--- config.mk ---
export PLATFORM = sky130hd
export DESIGN_NAME = ahb_apb_bridge
export DESIGN_NICKNAME = d
export VERILOG_FILES = /design/src/rtl/ahb_apb_bridge.sv
export SDC_FILE = /design/constraint.sdc
export NUM_CORES = 1
export LEC_CHECK = 0
export CORE_ASPECT_RATIO = 1.1
export CORE_MARGIN = 2
export CORE_UTILIZATION = 28
export CTS_CLUSTER_SIZE = 40
export DETAILED_ROUTE_END_ITERATION = 12
export GPL_ROUTABILITY_DRIVEN = 0
export SLEW_MARGIN = 20
export SYNTH_ARGS = -nofsm -noshare
export SYNTH_HDL_FRONTEND = slang
export SYNTH_SLANG_ARGS = --single-unit
--- constraint.sdc ---
create_clock -name Hclk -period 1.2 [get_ports Hclk]
set_input_delay 0.12 -clock Hclk [delete_from_list [all_inputs] [get_ports Hclk]]
set_output_delay 0.12 -clock Hclk [all_outputs]
set_load 0.1 [all_outputs]
--- src/rtl/ahb_apb_bridge.sv ---
// ahb_apb_bridge: AHB-Lite slave to APB master, single clock (Hclk).
// Each accepted AHB beat becomes one APB SETUP/ACCESS transfer. The AHB
// data phase is stretched (HREADYOUT=0) until the APB transfer completes.
//
// Ports:
//   Hclk, Hresetn (sync, active-low)
//   AHB in : HSEL, HADDR, HTRANS, HWRITE, HWDATA, HREADY, HBURST (unused)
//   AHB out: HREADYOUT, HRDATA, HRESP
//   APB out: PSEL, PENABLE, PADDR, PWRITE, PWDATA
//   APB in : PRDATA, PREADY, PSLVERR
//
// Optional feature: define AHB2APB_PSLVERR_EN to map PSLVERR onto a
// two-cycle AHB ERROR response. Without it PSLVERR is ignored and HRESP=0.
module ahb_apb_bridge #(
  parameter int ADDR_W = 32,
  parameter int DATA_W = 32
) (
  input  logic              Hclk,
  input  logic              Hresetn,
  input  logic              HSEL,
  input  logic [ADDR_W-1:0] HADDR,
  input  logic [1:0]        HTRANS,
  input  logic              HWRITE,
  input  logic [DATA_W-1:0] HWDATA,
  input  logic              HREADY,
  input  logic [1:0]        HBURST,
  output logic              HREADYOUT,
  output logic [DATA_W-1:0] HRDATA,
  output logic              HRESP,
  output logic              PSEL,
  output logic              PENABLE,
  output logic [ADDR_W-1:0] PADDR,
  output logic              PWRITE,
  output logic [DATA_W-1:0] PWDATA,
  input  logic [DATA_W-1:0] PRDATA,
  input  logic              PREADY,
  input  logic              PSLVERR
);

  typedef enum logic [2:0] {
    S_IDLE, S_WWAIT, S_SETUP, S_ACCESS, S_ERR1, S_ERR2
  } state_e;

  state_e              state_q, state_d;
  logic                hreadyout_q, hreadyout_d;
  logic                hresp_q, hresp_d;
  logic                psel_q, psel_d;
  logic                penable_q, penable_d;
  logic                pwrite_q, pwrite_d;
  logic [ADDR_W-1:0]   paddr_q, paddr_d;
  logic [DATA_W-1:0]   pwdata_q, pwdata_d;
  logic [DATA_W-1:0]   hrdata_q, hrdata_d;

  logic accept, slv_err;

  // HTRANS[1] covers NONSEQ and SEQ; IDLE/BUSY fall out.
  assign accept = HSEL & HREADY & HTRANS[1];

`ifdef AHB2APB_PSLVERR_EN
  assign slv_err = PSLVERR;
  logic unused_ok;
  assign unused_ok = ^{HBURST, HTRANS[0]};
`else
  assign slv_err = 1'b0;
  logic unused_ok;
  assign unused_ok = ^{HBURST, HTRANS[0], PSLVERR};
`endif

  always_comb begin
    state_d  = state_q;
    paddr_d  = paddr_q;
    pwrite_d = pwrite_q;
    pwdata_d = pwdata_q;
    hrdata_d = hrdata_q;
    unique case (state_q)
      S_IDLE: begin
        if (accept) begin
          paddr_d  = HADDR;
          pwrite_d = HWRITE;
          state_d  = HWRITE ? S_WWAIT : S_SETUP;
        end
      end
      S_WWAIT: begin
        // HWDATA is valid in the data phase, one cycle after the accept.
        pwdata_d = HWDATA;
        state_d  = S_SETUP;
      end
      S_SETUP:  state_d = S_ACCESS;
      S_ACCESS: begin
        if (PREADY) begin
          if (!pwrite_q) hrdata_d = PRDATA;
          state_d = slv_err ? S_ERR1 : S_IDLE;
        end
      end
      S_ERR1:   state_d = S_ERR2;
      S_ERR2:   state_d = S_IDLE;
      default:  state_d = S_IDLE;
    endcase

    // Outputs are decoded from the next state so they come straight off flops.
    hreadyout_d = (state_d == S_IDLE) || (state_d == S_ERR2);
    psel_d      = (state_d == S_SETUP) || (state_d == S_ACCESS);
    penable_d   = (state_d == S_ACCESS);
    hresp_d     = (state_d == S_ERR1) || (state_d == S_ERR2);
  end

  always_ff @(posedge Hclk) begin
    if (!Hresetn) begin
      state_q     <= S_IDLE;
      hreadyout_q <= 1'b1;
      hresp_q     <= 1'b0;
      psel_q      <= 1'b0;
      penable_q   <= 1'b0;
      pwrite_q    <= 1'b0;
      paddr_q     <= '0;
      pwdata_q    <= '0;
      hrdata_q    <= '0;
    end else begin
      state_q     <= state_d;
      hreadyout_q <= hreadyout_d;
      hresp_q     <= hresp_d;
      psel_q      <= psel_d;
      penable_q   <= penable_d;
      pwrite_q    <= pwrite_d;
      paddr_q     <= paddr_d;
      pwdata_q    <= pwdata_d;
      hrdata_q    <= hrdata_d;
    end
  end

  assign HREADYOUT = hreadyout_q;
  assign HRESP     = hresp_q;
  assign HRDATA    = hrdata_q;
  assign PSEL      = psel_q;
  assign PENABLE   = penable_q;
  assign PADDR     = paddr_q;
  assign PWRITE    = pwrite_q;
  assign PWDATA    = pwdata_q;

endmodule
==> metrics.txt, run 1 <==
Filler cells 1214; Setup WS post-layout -0.108 ns; Slew @ Worst Pin 0.388 ns; Routed Antenna Nets 0; first-pass GRT wire length 18100 um; reg2reg end state_q[0]; Top Family by Delay on Critical Path simple AND/OR/NAND/NOR gates; core area 13600 um^2; xor/xnor share of the synthesized area 0; Detailed Route WL 11200 um; DR pass1 iterations 4; max-cap violation count 0; Post-Synthesis Cells 451; flop-to-flop setup slack -0.11 ns; synth top area cells dfxtp_1 54%, nand2_1 19%, a21boi_1 12%, a21boi_0 7.4%, buf_2 1.9%; met2 GRT Util 0.268; Min Hold Slack 0.104 ns; Simple-Gate Fraction of Synth Area 0.222; CP Launch Type register; Worst path most repeated cell nand3_1; Die Span Y 127 um; FF+latch count, synth 104; fin crit period 1.31 ns; drt drc 0; Via-to-Cell Ratio 4.33; WS Path Type reg -> reg; CTS buffer count 9; Avg Inst Size Synth 8.57 um^2; Final Skew 0.00843 ns; Max FO, Critical Path 6; Layout Nets 761; n_diodes 0; Max-slew headroom 0.741; initial drt markers 153; number of global-route vias before repair 3667; launching point of the worst reg2reg path state_q[2]; met3 usage 0.0460; Synth Area in Adders 0; post-layout power 8.56 mW; synthesis-to-layout area growth 96.3%; Crit. End Element register; Hold EP PWRITE; LEAKAGE 2.78 nW; CTS tree yes; slowest stage delay, CP 0.38 ns; Clk pin slew, worst setup/hold paths 0.07 ns; multi-input logic area 1650 um^2; I/O pin total 208; post-route clock period utilization 1.09; met1 Usage GRT 0.181; Hold Buf Count CTS 0; Synth Area in Compound Gates 0.195; Bufs on Longest Clock Path 2; CP max-delay cell dfxtp_2; Synth Net Count 558; Cell Chain, Critical Path and4b_2 -> buf_4 -> nand3_1 -> nand3_1 -> and2_1; busiest grt layer met2; leading area contributor after synthesis dfxtp_1; initial antenna violation count 0; status complete, but fails checks; Starting Density 0.284; Reg area 2100 um^2; Max Freq 765 MHz; CTS Root Cell clkbuf_16; synth unique cells 24; fin area 7590 um^2; R2R depth 5; die area 14800 um^2; worst min-delay path startpoint Hresetn; Tightest Hold Check Type in -> reg; VDD IR max 0.677 mV; Die X 116 um; WHS Path Cells 2; number of buffers added on ports 203; placed inst area 7230 um^2; largest family of logic cells by synthesized area simple AND/OR/NAND/NOR gates; clock sink total 104; CTS H-Tree Depth 3; Yosys Warn Count 0; RSZ-0062 raised after global routing true; Wirelength per Cell 13.2 um; Crit path arrival time 1.54 ns; mux contribution to synthesized area 0; failing checks negative setup slack; DP HPWL 8240 um; Mapped Area 3870 um^2; row cnt 45; GR Overflow Total 0; number of setup buffers added after CTS 0; final hold viol count 0; Worst Path Buf+Inv 1; ratio of cells with drive above 1 in the final layout 0.240; Worst-Skew Late Latency 0.34 ns; sequential-to-total area share from yosys stat 0.539; total track usage 0.156; P per Cell Area 1130 nW/um^2; Slew Viols, Final 0; pin count of the biggest net entering global routing 52; via count 3671; top cell type's share of synthesized area 0.539; critical path required time 1.44 ns; final setup vio count 75
## cell usage after synthesis
library cell and instances:
nand2_1 195, dfxtp_1 104, a21boi_1 60, a21boi_0 38, buf_2 15, clkbuf_1 13
buf_6 3, nand3_1 3, and2_1 2, and3_1 2, buf_4 2, nand3b_1 2
a21oi_1 1, and4b_1 1, nand2_2 1, nand2b_1 1, nor2_1 1, nor2b_1 1
nor3_2 1, nor3b_2 1, o21ai_0 1, o21ai_2 1, or3_1 1, or3b_1 1
## timing repair
action | 4_1_cts | 5_1_grt
gates resized for setup | 9 | 6
setup endpoints to repair | 101 | 101
cloned | 1 | 0
## worst max path at each step
stage	from	end	slack, ns	cells past startpoint
floorplan	state_q[1]	HRDATA[10]	-0.12	6
global placement	PREADY	HRDATA[0]	-0.39	6
detailed placement	PREADY	HRDATA[0]	-0.40	6
CTS	state_q[2]	PADDR[11]	-0.12	5
global route	state_q[2]	state_q[0]	-0.19	5
finish	state_q[2]	state_q[0]	-0.11	5
## cell type report
cell class	count	area share
Clock buffer	14	0.0348
Clock inverter	2	0.00478
Multi-Input combinational cell	314	0.217
Sequential cell	104	0.276
Tap cell	188	0.0310
Timing Repair Buffer	225	0.436
## state kept, by name (all words and copies together), names as in the netlist
register,count
HREADYOUT,1
HRDATA,32
HRESP,1
PADDR,32
state_q,3
PSEL,1
PWRITE,1
PWDATA,32
PENABLE,1
## cell usage in the layout, fill, tap and decap left out
| cell | n |
|---|---|
| nand2_1 | 195 |
| buf_12 | 107 |
| clkdlybuf4s50_1 | 101 |
| dfxtp_1 | 94 |
| a21boi_1 | 91 |
| buf_4 | 13 |
| dfxtp_2 | 9 |
| clkbuf_16 | 9 |
| a21boi_2 | 4 |
| a21boi_0 | 3 |
| clkbuf_1 | 3 |
| nand3b_1 | 2 |
| nand3_1 | 2 |
| and3_1 | 2 |
| clkbuf_8 | 2 |
| dfxtp_4 | 1 |
| nor2_1 | 1 |
| and4b_2 | 1 |
| and2_4 | 1 |
| nand2_2 | 1 |
| nor3b_4 | 1 |
| or3b_1 | 1 |
| nand3_2 | 1 |
| nor3_4 | 1 |
| or3_1 | 1 |
| nand2b_1 | 1 |
| nor2b_1 | 1 |
| o21ai_2 | 1 |
| and2_1 | 1 |
| a21oi_1 | 1 |
| o21ai_0 | 1 |
| inv_4 | 1 |
| bufinv_16 | 1 |
| buf_16 | 1 |
| buf_2 | 1 |
| buf_8 | 1 |
| buf_6 | 1 |
## per-stage QoR
| stage | utilization | setup TNS, ns | worst slack (ns) | cells |
|---|---|---|---|---|
| 6_report | 0.557 | -5.01 | -0.108 | 847 |
| 5_1_grt | 0.557 | -12.05 | -0.187 | 847 |
| 4_1_cts | 0.556 | -5.77 | -0.125 | 847 |
| 3_5_place_dp | 0.531 | -23.31 | -0.395 | 830 |
| 3_3_place_gp | 0.531 | -21.39 | -0.390 | 830 |
| 2_1_floorplan | - | -8.02 | -0.124 | 451 |
## power by group
| part | leakage [nW] | internal [mW] | switching, mW |
|---|---|---|---|
| logic | 1.79 | 0.858 | 1.06 |
| registers | 0.847 | 3.56 | 0.107 |
| clock network | 0.147 | 1.74 | 1.24 |
| total | 2.78 | 6.16 | 2.40 |
## kinds of logic (layout without fill, tap and decap cells)
logic type | after synthesis | count (layout)
AND/OR/NAND/NOR | 213 | 213
flip-flops | 104 | 104
AO/OA/AOI/OAI | 101 | 101
buffers and inverters | 33 | 241
## metal layers
layer | routed length (um) | part of all wire | vias up
met4 | 263 | 0.024 | 0
li1 | - | - | 1854
met5 | 0 | 0 | -
met1 | 4550 | 0.41 | 1676
met2 | 5570 | 0.50 | 124
met3 | 810 | 0.072 | 17
## worst register-to-register path, cell delays in order, from the launching register on
cell and delay [ns]:
dfxtp_2 0.38, and4b_2 0.27, buf_4 0.13, nand3_1 0.14, nand3_1 0.11, and2_1 0.16
Note: power is estimated with default switching activity, not from simulation.
==> run 2: changes to the inputs <==
clock period = 1.1 ns   (was 1.2 ns; I/O delays follow)
==> metrics.txt, run 2 (same netlist as run 1, synthesis figures left out) <==
most common cell after layout, fill and taps aside nand2_1 (unchanged); die area 14800 um^2 (unchanged); final hold viol count 0 (unchanged); Hold Buf Count CTS 0 (unchanged); drt drc 0 (unchanged); Reg area 2110 um^2 (was 2100 um^2); Routed Antenna Nets 0 (unchanged); Min Hold Slack 0.184 ns (was 0.104 ns); slowest stage delay, CP 0.43 ns (was 0.38 ns); Slew Viols, Final 0 (unchanged); Die X 116 um (unchanged); final setup TNS -19.43 ns (was -5.01 ns); busiest grt layer met2 (unchanged); Crit path arrival time 1.57 ns (was 1.54 ns); post-route clock period utilization 1.22 (was 1.09); RSZ-0062 raised after global routing true (unchanged); synthesis-to-layout area growth 110% (was 96.3%); Filler cells 1163 (was 1214); met3 usage 0.0460 (unchanged); Slew @ Worst Pin 0.411 ns (was 0.388 ns); status complete, but fails checks (unchanged); P per Cell Area 1190 nW/um^2 (was 1130 nW/um^2); initial drt markers 172 (was 153); post-layout power 9.66 mW (was 8.56 mW); row cnt 45 (unchanged); ratio of cells with drive above 1 in the final layout 0.341 (was 0.240); GR Overflow Total 0 (unchanged); fin area 8130 um^2 (was 7590 um^2); placed inst area 7250 um^2 (was 7230 um^2); Detailed Route WL 12700 um (was 11200 um); Max-slew headroom 0.726 (was 0.741); cell count after placement 829 (was 830); Die Span Y 127 um (unchanged); DP HPWL 8780 um (was 8240 um); multi-input logic area 1880 um^2 (was 1650 um^2); Final Core Density 0.597 (was 0.557); Cell Chain, Critical Path buf_12 -> or3b_4 -> clkbuf_16 -> nand2_1 -> a21boi_1 (was and4b_2 -> buf_4 -> nand3_1 -> nand3_1 -> and2_1); Layout Nets 774 (was 761); met2 GRT Util 0.295 (was 0.268); Crit. End Element register (unchanged); max-cap violation count 0 (unchanged); first-pass GRT wire length 19100 um (was 18100 um); number of global-route vias before repair 3727 (was 3667); Clk pin slew, worst setup/hold paths 0.07 ns (about the same); initial antenna violation count 0 (unchanged); most frequent cells in the layout 160 x nand2_1, 112 x buf_12, 101 x clkdlybuf4s50_1 (was 195 x nand2_1, 107 x buf_12, 101 x clkdlybuf4s50_1); WHS Path Cells 3 (was 2); Worst-Skew Late Latency 0.35 ns (was 0.34 ns); pin count of the biggest net entering global routing 52 (unchanged); core area 13600 um^2 (unchanged); post-route insts no fill 859 (was 847); VDD IR max 0.792 mV (was 0.677 mV); LEAKAGE 3.01 nW (was 2.78 nW); Bufs on Longest Clock Path 2 (unchanged); I/O pin total 208 (unchanged); Tightest Hold Check Type in -> reg (unchanged); Max Freq 747 MHz (was 765 MHz); failing checks negative setup slack (unchanged); clock sink total 104 (unchanged); WS Path Type reg -> reg (unchanged); total track usage 0.165 (was 0.156); R2R depth 5 (unchanged); CTS tree yes (unchanged); final setup vio count 103 (was 75); met1 Usage GRT 0.184 (was 0.181); Max FO, Critical Path 16 (was 6); DR pass1 iterations 4 (unchanged); Starting Density 0.284 (unchanged); CTS buffer count 9 (unchanged); Final Skew 0.0104 ns (was 0.00843 ns); via count 3764 (was 3671); CP Launch Type register (unchanged); worst slack at placement -0.510 ns (was -0.395 ns); critical path required time 1.33 ns (was 1.44 ns); CTS Root Cell clkbuf_16 (unchanged); Wirelength per Cell 14.8 um (was 13.2 um); Via-to-Cell Ratio 4.38 (was 4.33); CP max-delay cell or3b_4 (was dfxtp_2); Setup WS post-layout -0.239 ns (was -0.108 ns); fin crit period 1.34 ns (was 1.31 ns); number of buffers added on ports 203 (unchanged); n_diodes 0 (unchanged); CTS H-Tree Depth 3 (unchanged)
## run 2: cell count changes in the layout (fill, tap and decap cells not counted), moves of 4 or more
| cell | change |
|---|---|
| nand2_2 | +25 |
| clkbuf_16 | +5 |
| dfxtp_2 | +4 |
| a21boi_2 | +8 |
| a21boi_1 | -5 |
| nand2_4 | +9 |
| buf_12 | +5 |
| nand2_1 | -35 |
| buf_6 | +6 |
| dfxtp_1 | -6 |
## run 2: timing repair
item                       CTS  global route
gates cloned                 3             5
resized for setup           43            51
pin swaps                   31            29
buffers inserted             2             5
setup endpoints to repair  102           104
## run 2: metal layers
metal | part of all wire | routed length (um) | up-vias
li1 | - | - | 1879
met1 | 0.39 | 4900 | 1748
met2 | 0.53 | 6760 | 122
met3 | 0.066 | 836 | 15
met4 | 0.016 | 204 | 0
met5 | 0 | 0 | -
## run 2: critical path, delay by kind of cell (launching register included)
kind / cells / cell delay (ns)
compound gates: 1 / 0.06
buf+inv: 2 / 0.32
flops: 1 / 0.34
simple gates: 2 / 0.50
## run 2: final timing paths
check / startpoint / endpoint / slack [ns]
worst max-delay path: state_q[2] / PWDATA[22] / -0.24
worst min register to register: PWDATA[31] / PWDATA[31] / 0.47
worst max register to register: state_q[2] / PWDATA[22] / -0.24
worst min-delay path: Hresetn / HREADYOUT / 0.18
## run 2: where the power goes
group / total [mW] / internal (mW) / switching, mW
Clock: 3.35 / 1.95 / 1.39
Sequential: 4.02 / 3.88 / 0.133
Combinational: 2.30 / 1.06 / 1.24
Total: 9.66 / 6.90 / 2.76
## run 2: area by class of cell
class,instances,area share
Clock buffer,11,0.0325
Sequential cell,104,0.259
Clock inverter,4,0.00631
Multi-Input combinational cell,314,0.231
Tap cell,188,0.0289
Timing Repair Buffer,238,0.442
==> run 3: changes to the inputs <==
PLACE_DENSITY = 0.68   (was unset)
==> metrics.txt, run 3 (same netlist as run 1, synthesis figures left out) <==
critical path required time 1.37 ns (was 1.33 ns); final setup vio count 103 (unchanged); VDD IR max 0.670 mV (was 0.792 mV); Crit. End Element register (unchanged); Die X 116 um (unchanged); initial drt markers 135 (was 172); CTS tree yes (unchanged); Max FO, Critical Path 12 (was 16); max-cap violation count 0 (unchanged); fin crit period 1.39 ns (was 1.34 ns); number of buffers added on ports 203 (unchanged); I/O pin total 208 (unchanged); Via-to-Cell Ratio 4.51 (was 4.38); reg2reg end HRDATA[14] (was PWDATA[22]); row cnt 45 (unchanged); CTS Root Cell clkbuf_16 (unchanged); Clk pin slew, worst setup/hold paths 0.07 ns (about the same); clock sink total 104 (unchanged); LEAKAGE 3.16 nW (was 3.01 nW); WS Path Type reg -> reg (unchanged); Crit path arrival time 1.65 ns (was 1.57 ns); flop-to-flop setup slack -0.29 ns (was -0.24 ns); Tightest Hold Check Type in -> reg (unchanged); failing checks negative setup slack (unchanged); DP HPWL 8720 um (was 8780 um); most frequent cells in the layout 124 x nand2_1, 112 x buf_12, 101 x clkdlybuf4s50_1 (was 160 x nand2_1, 112 x buf_12, 101 x clkdlybuf4s50_1); Routed Antenna Nets 0 (unchanged); Max-slew headroom 0.820 (was 0.726); post-layout power 9.77 mW (was 9.66 mW); crit path capture HRDATA[14] (was PWDATA[22]); Wirelength per Cell 15.7 um (was 14.8 um); Slew @ Worst Pin 0.270 ns (was 0.411 ns); P per Cell Area 1150 nW/um^2 (was 1190 nW/um^2); first-pass GRT wire length 19800 um (was 19100 um); Worst-Skew Late Latency 0.34 ns (was 0.35 ns); DR pass1 iterations 4 (unchanged); fin area 8480 um^2 (was 8130 um^2); RSZ-0062 raised after global routing true (unchanged); initial antenna violation count 0 (unchanged); post-route clock period utilization 1.26 (was 1.22); number of global-route vias before repair 3990 (was 3727); total track usage 0.172 (was 0.165); Starting Density 0.284 (unchanged); R2R depth 7 (was 5); placed inst area 7210 um^2 (was 7250 um^2); Layout Nets 779 (was 774); Hold Buf Count CTS 0 (unchanged); Final Skew 0.00733 ns (was 0.0104 ns); final hold viol count 0 (unchanged); status complete, but fails checks (unchanged); core area 13600 um^2 (unchanged); CP Launch Type register (unchanged); CTS buffer count 9 (unchanged); Max Freq 721 MHz (was 747 MHz); drt drc 0 (unchanged); via count 3897 (was 3764); Bufs on Longest Clock Path 2 (unchanged); die area 14800 um^2 (unchanged); synthesis-to-layout area growth 119% (was 110%); final setup TNS -22.39 ns (was -19.43 ns); n_diodes 0 (unchanged); Setup WS post-layout -0.286 ns (was -0.239 ns); most common cell after layout, fill and taps aside nand2_1 (unchanged); Die Span Y 127 um (unchanged); CTS H-Tree Depth 3 (unchanged); GR Overflow Total 0 (unchanged); Slew Viols, Final 0 (unchanged); pin count of the biggest net entering global routing 75 (was 52); crit path from state_q[2] (unchanged); Detailed Route WL 13600 um (was 12700 um); ratio of cells with drive above 1 in the final layout 0.442 (was 0.341); launching point of the worst reg2reg path state_q[2] (unchanged)
[run 3: changes by cell type in the layout (fill, tap and decap cells not counted), moves of 7 or more]
cell      change
dfxtp_1      -15
dfxtp_2      +15
nand2_4      +24
a21boi_1     -15
a21boi_2     +15
nand2_1      -36
buf_6         +7
nand2_2      +12
[run 3: repair_timing]
item,4_1_cts,5_1_grt
setup buffers,11,8
pin swaps,19,82
endpoints found under the setup margin,100,104
resized for setup,31,165
cloned,5,5
hold endpoints to repair,0,0
[run 3: worst min path at each step]
stage,from,to,slack (ns),cells after the start
2_1_floorplan,HADDR[10],PADDR[10],0.24,2
3_3_place_gp,PWDATA[0],PWDATA[0],0.46,2
3_5_place_dp,PWDATA[0],PWDATA[0],0.46,2
4_1_cts,Hresetn,state_q[1],0.15,3
5_1_grt,Hresetn,HREADYOUT,0.20,3
6_report,Hresetn,HREADYOUT,0.20,3
[run 3: layout make-up]
class / instances / area [um^2]
multi-input combinational: 314 / 2140
clock buffer: 14 / 284
sequential: 104 / 2130
tap: 188 / 235
timing repair buffer: 243 / 3650
clock inverter: 2 / 35.0
fill: 1083 / 5140
[run 3: critical path: stages, from the launching register on]
cell and delay, ns:
dfxtp_2 0.34, buf_6 0.13, buf_6 0.11, nor3_4 0.20
buf_4 0.16, clkbuf_16 0.15, nand2_1 0.06, a21boi_1 0.14
[run 3: stage by stage]
step	util	hold WS [ns]	instances	setup slack, ns
floorplan	-	0.237	451	-0.224
global placement	0.529	0.457	826	-0.470
detailed placement	0.529	0.463	826	-0.476
CTS	0.579	0.149	857	-0.243
global route	0.622	0.196	865	-0.340
finish	0.622	0.199	865	-0.286
[run 3: report_power, final]
group	switching, mW	internal [mW]	leakage, nW
sequential	0.142	3.89	0.858
combinational	1.27	1.07	2.15
clock	1.39	2.01	0.159
total	2.80	6.97	3.16
[run 3: metal layers]
layer	vias up	track usage	routed length (um)
met3	22	0.0555	1060
met5	-	0	0
met2	142	0.310	7180
li1	1901	-	-
met4	0	0.0777	324
met1	1832	0.181	5000
